<file path="config.mk">
export PLATFORM = sky130hd
export DESIGN_NAME = dm_loader_flat
export DESIGN_NICKNAME = d
export VERILOG_FILES = /design/src/rtl/dm_loader_pkg.sv /design/src/rtl/dm_loader_if.sv /design/src/rtl/dm_loader_asm.sv /design/src/rtl/dm_loader.sv /design/src/flat_wrapper.sv
export SDC_FILE = /design/constraint.sdc
export NUM_CORES = 1
export LEC_CHECK = 0
export ABC_AREA = 1
export CAP_MARGIN = 10
export CORE_MARGIN = 3
export CORE_UTILIZATION = 33
export DETAILED_ROUTE_END_ITERATION = 8
export SETUP_SLACK_MARGIN = 0.1
export SLEW_MARGIN = 20
export SYNTH_ARGS = -nofsm -noshare
export SYNTH_HDL_FRONTEND = slang
export SYNTH_SLANG_ARGS = --single-unit
</file>
<file path="constraint.sdc">
create_clock -name clk -period 2.7 [get_ports clk]
set_input_delay 0.27 -clock clk [delete_from_list [all_inputs] [get_ports clk]]
set_output_delay 0.27 -clock clk [all_outputs]
set_load 0.005 [all_outputs]
</file>
<file path="src/rtl/dm_loader_pkg.sv">
// dm_loader shared definitions: DM geometry and loader FSM encoding.
// Optional checksum phase is enabled by DM_LOADER_CHECKSUM_EN.
package dm_loader_pkg;

    localparam int DM_ADDR_W = 6;
    localparam int DM_DATA_W = 32;
    localparam int BPW       = DM_DATA_W / 8;

    typedef enum logic [2:0] {
        S_IDLE,
        S_RECV,
        S_WRITE,
        S_DONE
`ifdef DM_LOADER_CHECKSUM_EN
        ,
        S_CHK
`endif
    } state_t;

endpackage

</file>
<file path="src/rtl/dm_loader_if.sv">
// dm_loader bus bundle: inbound byte stream and DM write port.
// slave = loader side, master = host/memory side.
interface dm_loader_if
    import dm_loader_pkg::*;
#(
    parameter int ADDR_W = DM_ADDR_W,
    parameter int DATA_W = DM_DATA_W
);
    logic              byte_valid;
    logic [7:0]        byte_data;
    logic              byte_ready;
    logic              mem_we;
    logic [ADDR_W-1:0] mem_addr;
    logic [DATA_W-1:0] mem_wdata;

    modport slave (
        input  byte_valid, byte_data,
        output byte_ready, mem_we, mem_addr, mem_wdata
    );

    modport master (
        output byte_valid, byte_data,
        input  byte_ready, mem_we, mem_addr, mem_wdata
    );
endinterface

</file>
<file path="src/rtl/dm_loader_asm.sv">
// dm_loader byte-to-word assembler, little-endian byte order.
// word_next already contains the byte being taken this cycle.
module dm_loader_asm
    import dm_loader_pkg::*;
#(
    parameter int DATA_W = DM_DATA_W
) (
    input  logic              clk,
    input  logic              rst,
    input  logic              clr,
    input  logic              take,
    input  logic [7:0]        byte_in,
    output logic [DATA_W-1:0] word_next,
    output logic              word_full
);
    localparam int NB = DATA_W / 8;
    localparam int IW = (NB > 1) ? $clog2(NB) : 1;

    logic [IW-1:0]     bidx_q, bidx_d;
    logic [DATA_W-1:0] word_q, word_d;

    // insert the accepted byte at its lane and advance the byte index
    always_comb begin
        word_d    = word_q;
        bidx_d    = bidx_q;
        word_full = take && (bidx_q == IW'(NB - 1));
        if (take) begin
            word_d[8*bidx_q +: 8] = byte_in;
            bidx_d = word_full ? '0 : bidx_q + IW'(1);
        end
        word_next = word_d;
        if (clr) begin
            bidx_d = '0;
        end
    end

    // assembly register and byte index
    always_ff @(posedge clk or negedge rst) begin
        if (!rst) begin
            bidx_q <= '0;
            word_q <= '0;
        end else begin
            bidx_q <= bidx_d;
            word_q <= word_d;
        end
    end
endmodule

</file>
<file path="src/rtl/dm_loader.sv">
// dm_loader: streams bytes into consecutive DM words, holding the CPU.
// Define DM_LOADER_CHECKSUM_EN to add a trailing XOR checksum byte.
module dm_loader
    import dm_loader_pkg::*;
#(
    parameter int ADDR_W = DM_ADDR_W,
    parameter int DATA_W = DM_DATA_W
) (
    input  logic              clk,
    input  logic              rst,
    input  logic              start,
    input  logic              abort,
    input  logic [ADDR_W-1:0] base_addr,
    input  logic [ADDR_W:0]   word_count,
    dm_loader_if.slave        bus,
    output logic              cpu_hold,
    output logic              busy,
    output logic              done,
    output logic              err
);
    state_t            state_q, state_d;
    logic [ADDR_W-1:0] base_q, base_d;
    logic [ADDR_W:0]   cnt_q, cnt_d;
    logic [ADDR_W:0]   widx_q, widx_d;
    logic              we_q, we_d;
    logic [ADDR_W-1:0] addr_q, addr_d;
    logic [DATA_W-1:0] wdata_q, wdata_d;
    logic              err_q, err_d;
    logic              asm_clr, asm_take, word_full;
    logic [DATA_W-1:0] word_next;
`ifdef DM_LOADER_CHECKSUM_EN
    logic [7:0]        csum_q, csum_d;
`endif

    assign bus.byte_ready = (state_q == S_RECV)
`ifdef DM_LOADER_CHECKSUM_EN
                         || (state_q == S_CHK)
`endif
                         ;
    assign asm_take = bus.byte_valid && (state_q == S_RECV) && !abort;

    dm_loader_asm #(.DATA_W(DATA_W)) u_asm (
        .clk       (clk),
        .rst       (rst),
        .clr       (asm_clr),
        .take      (asm_take),
        .byte_in   (bus.byte_data),
        .word_next (word_next),
        .word_full (word_full)
    );

    // next-state, address counter and registered DM write port
    always_comb begin
        state_d = state_q;
        base_d  = base_q;
        cnt_d   = cnt_q;
        widx_d  = widx_q;
        we_d    = 1'b0;
        addr_d  = addr_q;
        wdata_d = wdata_q;
        err_d   = err_q;
        asm_clr = 1'b0;
`ifdef DM_LOADER_CHECKSUM_EN
        csum_d  = csum_q;
`endif
        unique case (state_q)
            S_IDLE: begin
                if (start && !abort) begin
                    base_d  = base_addr;
                    cnt_d   = word_count;
                    widx_d  = '0;
                    err_d   = 1'b0;
                    asm_clr = 1'b1;
`ifdef DM_LOADER_CHECKSUM_EN
                    csum_d  = '0;
`endif
                    state_d = (word_count == '0) ? S_DONE : S_RECV;
                end
            end
            S_RECV: begin
                if (abort) begin
                    err_d   = 1'b1;
                    state_d = S_IDLE;
                end else begin
`ifdef DM_LOADER_CHECKSUM_EN
                    if (asm_take) csum_d = csum_q ^ bus.byte_data;
`endif
                    if (word_full) begin
                        we_d    = 1'b1;
                        addr_d  = base_q + widx_q[ADDR_W-1:0];
                        wdata_d = word_next;
                        state_d = S_WRITE;
                    end
                end
            end
            S_WRITE: begin
                widx_d = widx_q + (ADDR_W+1)'(1);
                if (abort) begin
                    err_d   = 1'b1;
                    state_d = S_IDLE;
                end else if (widx_q == cnt_q - (ADDR_W+1)'(1)) begin
`ifdef DM_LOADER_CHECKSUM_EN
                    state_d = S_CHK;
`else
                    state_d = S_DONE;
`endif
                end else begin
                    state_d = S_RECV;
                end
            end
`ifdef DM_LOADER_CHECKSUM_EN
            S_CHK: begin
                if (abort) begin
                    err_d   = 1'b1;
                    state_d = S_IDLE;
                end else if (bus.byte_valid) begin
                    if (bus.byte_data != csum_q) err_d = 1'b1;
                    state_d = S_DONE;
                end
            end
`endif
            S_DONE: begin
                if (abort) err_d = 1'b1;
                state_d = S_IDLE;
            end
            default: state_d = S_IDLE;
        endcase
    end

    // loader state and DM port registers
    always_ff @(posedge clk or negedge rst) begin
        if (!rst) begin
            state_q <= S_IDLE;
            base_q  <= '0;
            cnt_q   <= '0;
            widx_q  <= '0;
            we_q    <= 1'b0;
            addr_q  <= '0;
            wdata_q <= '0;
            err_q   <= 1'b0;
`ifdef DM_LOADER_CHECKSUM_EN
            csum_q  <= '0;
`endif
        end else begin
            state_q <= state_d;
            base_q  <= base_d;
            cnt_q   <= cnt_d;
            widx_q  <= widx_d;
            we_q    <= we_d;
            addr_q  <= addr_d;
            wdata_q <= wdata_d;
            err_q   <= err_d;
`ifdef DM_LOADER_CHECKSUM_EN
            csum_q  <= csum_d;
`endif
        end
    end

    assign bus.mem_we    = we_q;
    assign bus.mem_addr  = addr_q;
    assign bus.mem_wdata = wdata_q;
    assign cpu_hold      = (state_q != S_IDLE);
    assign busy          = (state_q != S_IDLE);
    assign done          = (state_q == S_DONE);
    assign err           = err_q;
endmodule
</file>
<file path="src/flat_wrapper.sv">
// flat-port wrapper written by rule: the top's interface ports become plain ports
module dm_loader_flat import dm_loader_pkg::*;
#(
    parameter int ADDR_W = DM_ADDR_W,
    parameter int DATA_W = DM_DATA_W
)
  (clk, rst, start, abort, base_addr, word_count, cpu_hold, busy, done, err, bus_byte_valid, bus_byte_data, bus_byte_ready, bus_mem_we, bus_mem_addr, bus_mem_wdata);
  dm_loader_if #(.ADDR_W(ADDR_W), .DATA_W(DATA_W)) bus_i ();
  input  logic clk;
  input  logic rst;
  input  logic start;
  input  logic abort;
  input  logic [ADDR_W-1:0] base_addr;
  input  logic [ADDR_W:0] word_count;
  output logic cpu_hold;
  output logic busy;
  output logic done;
  output logic err;
  input wire logic [$bits(bus_i.byte_valid)-1:0] bus_byte_valid;
  input wire logic [$bits(bus_i.byte_data)-1:0] bus_byte_data;
  output wire logic [$bits(bus_i.byte_ready)-1:0] bus_byte_ready;
  output wire logic [$bits(bus_i.mem_we)-1:0] bus_mem_we;
  output wire logic [$bits(bus_i.mem_addr)-1:0] bus_mem_addr;
  output wire logic [$bits(bus_i.mem_wdata)-1:0] bus_mem_wdata;
  assign bus_i.byte_valid = bus_byte_valid;
  assign bus_i.byte_data = bus_byte_data;
  assign bus_byte_ready = bus_i.byte_ready;
  assign bus_mem_we = bus_i.mem_we;
  assign bus_mem_addr = bus_i.mem_addr;
  assign bus_mem_wdata = bus_i.mem_wdata;
  dm_loader #(.ADDR_W(ADDR_W), .DATA_W(DATA_W)) u_core (.clk(clk), .rst(rst), .start(start), .abort(abort), .base_addr(base_addr), .word_count(word_count), .bus(bus_i), .cpu_hold(cpu_hold), .busy(busy), .done(done), .err(err));
endmodule
</file>
==> results.toml <==
[synthesis]
avgSynthCellArea_um2 = 8.51
yosys.cell_types.count = 32
synth_area_um2 = 4190
synth_fp_nets = 531
ys_ff_latch = 88
yosys.area_share.simple = 0.266
ys.warnings.count = 0
synth_compound_area_frac = 0.0905
synth_ff_type = "dfrtp_1"
synth_edf_count = 0
synthCells = 492
synth_xor_area_frac = 0.0188
synth_fa_ha_area_frac = 0.0406
synthArstFlopShare = 1.00
ys_seq_area_frac = 0.526
synth_top_family_by_area = "simple AND/OR/NAND/NOR gates"
muxShareOfSynthArea = 0

[sta]
hold_violations = 0
slew_viol_final = 0
setup_viol = 0
finalCriticalPeriod_ns = 2.00
fin_hold_ws_ns = 0.471
setup_ws_ns = 0.705
skew_ns = 0.00975
fin_setup_tns_ns = 0
final.period_utilization = 0.739
max_freq_mhz = 501
worst_slew_pin_slew_ns = 0.669
relSlewSlack = 0.553
rsz0062_at_grt = "no"

[final_layout]
drive_above_1_share = 0.0710
regArea_um2 = 2200
synthToLayoutAreaGrowth_pct = 27.4
antenna_cells = 0
multi_input_area_um2 = 1740
fillers = 1222
nets = 599

[setup_path]
cp.depth = 8
crit_path_end_kind = "flop"
reg2reg_depth = 8
crit_fanout = 11
crit_type = "reg2reg"
path_buf_inv = 2
path_cells = "inv_1, ha_1, inv_1, nor2_1, nand4_1, nand2_1, nand2_1, nand2_1"
arrival_ns = 2.27
crit_path_top_delay_cell = "ha_1"
start_kind = "flop"
crit_family = "simple AND/OR/NAND/NOR gates"
cp.required_ns = 2.97
crit_path_frequent_cell = "nand2_1"
slowest_delay_ns = 0.53

[clock_tree]
h-tree-depth = 3
cts_tree = "yes"
worstSkewPairLatency_ns = 0.33
cts_root_buffer = "clkbuf_16"
cts_buffers = 9
cts_post_setup_buffers_inserted = 0
clock-sinks = 88
clk_pin_slew_worst_paths_ns = 0.07
clk_path_buf_depth = 2

[pwr]
power_density_nw_per_um2 = 855
leakage_nw = 2.68
vdd_drop_max_v = 0.000507

[route]
viasPerCell = 4.67
remaining_drc_errors = 0
drtPass1Iterations = 4
wl_per_cell_um = 13.6
drt_wl_total_um = 9940
num_vias = 3416
ant_nets = 0
drt_iter0_drc = 245

[grt]
antenna_found_initial = 0
grt_first_pass_wirelength_um = 17200
grt_max_degree = 52
grt_pass1_vias = 3503
grt_use_total = 0.148
grt_overflow = 0

[place]
preCtsSetupSlack_ns = 0.551
io_buffers = 69
detailed_place_hpwl_um = 7080
place.gp.congestion = 0.827

[hold_path]
whs_path_depth = 2
hp-class = "reg2reg"

[floorplanning]
coreArea_um2 = 12200
die_w_um = 119
pin_count = 70
rows = 40
start_util = 0.343
die-height_um = 119
die-area_um2 = 14100

[run]
drv_cap = 0

[status]
status = "finished, final reports clean"
## through the flow
step	cell area, µm²	std cells	utilization	total power, mW
2_1_floorplan	4190	492	-	2.84
3_3_place_gp	5050	716	0.413	3.34
3_5_place_dp	5050	716	0.413	3.37
4_1_cts	5340	731	0.437	4.60
5_1_grt	5340	731	0.437	4.92
6_report	5340	731	0.437	4.56
## worst register-to-register path, stage by stage, from the launching register on
cell and delay (ns):
dfrtp_1 0.38, inv_1 0.10, ha_1 0.53, inv_1 0.12
nor2_1 0.39, nand4_1 0.16, nand2_1 0.15, nand2_1 0.06
nand2_1 0.06
## power breakdown
part           switching [mW]  internal [mW]
Sequential              0.192           1.60
Clock                   0.504          0.708
Combinational           0.946          0.614
## logic make-up (layout without fill, tap and decap cells)
family	after synthesis	count (layout)
adder cells (fa/ha/maj)	13	13
flip-flops	88	88
AO/OA/AOI/OAI	64	64
buffers and inverters	57	128
XOR/XNOR	9	9
AND/OR/NAND/NOR	261	261
## synthesized netlist by cell type, types with 2 or more instances
cell type | instances | area [µm²]
nand2_1 | 192 | 721
o31ai_2 | 6 | 75.1
ha_1 | 12 | 150
nor3_1 | 2 | 10.0
o21ai_2 | 2 | 17.5
xor2_1 | 6 | 52.6
nand2_4 | 3 | 33.8
inv_1 | 35 | 131
nand4_1 | 24 | 150
a21oi_1 | 6 | 30.0
dfrtp_1 | 88 | 2200
o21ai_0 | 36 | 180
nand3_1 | 14 | 70.1
buf_6 | 2 | 22.5
buf_2 | 4 | 20.0
clkbuf_1 | 11 | 41.3
o21ai_1 | 11 | 55.1
buf_4 | 2 | 15.0
xnor2_1 | 3 | 26.3
nor2_1 | 21 | 78.8
## cell usage in the layout, fill, tap and decap left out, drive strengths merged, types with 9 or more instances in the layout
cell type	Yosys	routed
nand2	195	195
dfrtp	88	88
clkdlybuf4s50	0	68
o21ai	49	49
inv	37	38
nand4	24	24
nor2	23	23
nand3	14	14
ha	12	12
clkbuf	11	9
## sequential cells by signal, summed over array words and instances (netlist names)
| register | cells |
|---|---|
| u_core.u_asm.word_q | 24 |
| u_core.cnt_q | 7 |
| u_core.base_q | 6 |
| u_core.bus.mem_wdata | 32 |
| u_core.state_q | 2 |
| u_core.u_asm.bidx_q | 2 |
| u_core.bus.mem_addr | 6 |
| u_core.widx_q | 7 |
| u_core.err | 1 |
| u_core.bus.mem_we | 1 |
## area by class of cell
cell class | count | area share
clock buffer | 9 | 0.0422
inverter | 38 | 0.0274
sequential | 88 | 0.412
multi-input combinational | 347 | 0.326
tap | 168 | 0.0394
timing repair buffer | 76 | 0.142
clock inverter | 5 | 0.0108
## path summary, 6_finish.rpt
path                            slack [ns]                    from                       end
worst min register to register        0.47  u_core.u_asm.word_q[7]    u_core.u_asm.word_q[7]
worst min-delay path                  0.47  u_core.u_asm.word_q[7]    u_core.u_asm.word_q[7]
worst max-delay path                  0.70  u_core.u_asm.bidx_q[1]  u_core.bus.mem_wdata[22]
max in group asynchronous             1.56                     rst   u_core.u_asm.word_q[13]
min in group asynchronous             0.52                     rst           u_core.cnt_q[0]
worst max register to register        0.70  u_core.u_asm.bidx_q[1]  u_core.bus.mem_wdata[22]
## per-layer routing
layer,up-vias,track usage,share of wire
li1,1723,-,-
met1,1607,0.203,0.47
met2,78,0.237,0.47
met3,8,0.0354,0.050
met4,0,0.0355,0.0089
met5,-,0,0
## repair_timing
action | 4_1_cts | 5_1_grt
setup endpoints to repair | 0 | 0
hold endpoints to repair | 17 | 0
gates resized for setup | 0 | 0
hold buffers | 1 | 0
No activity file was read; power rests on OpenSTA's default activity.
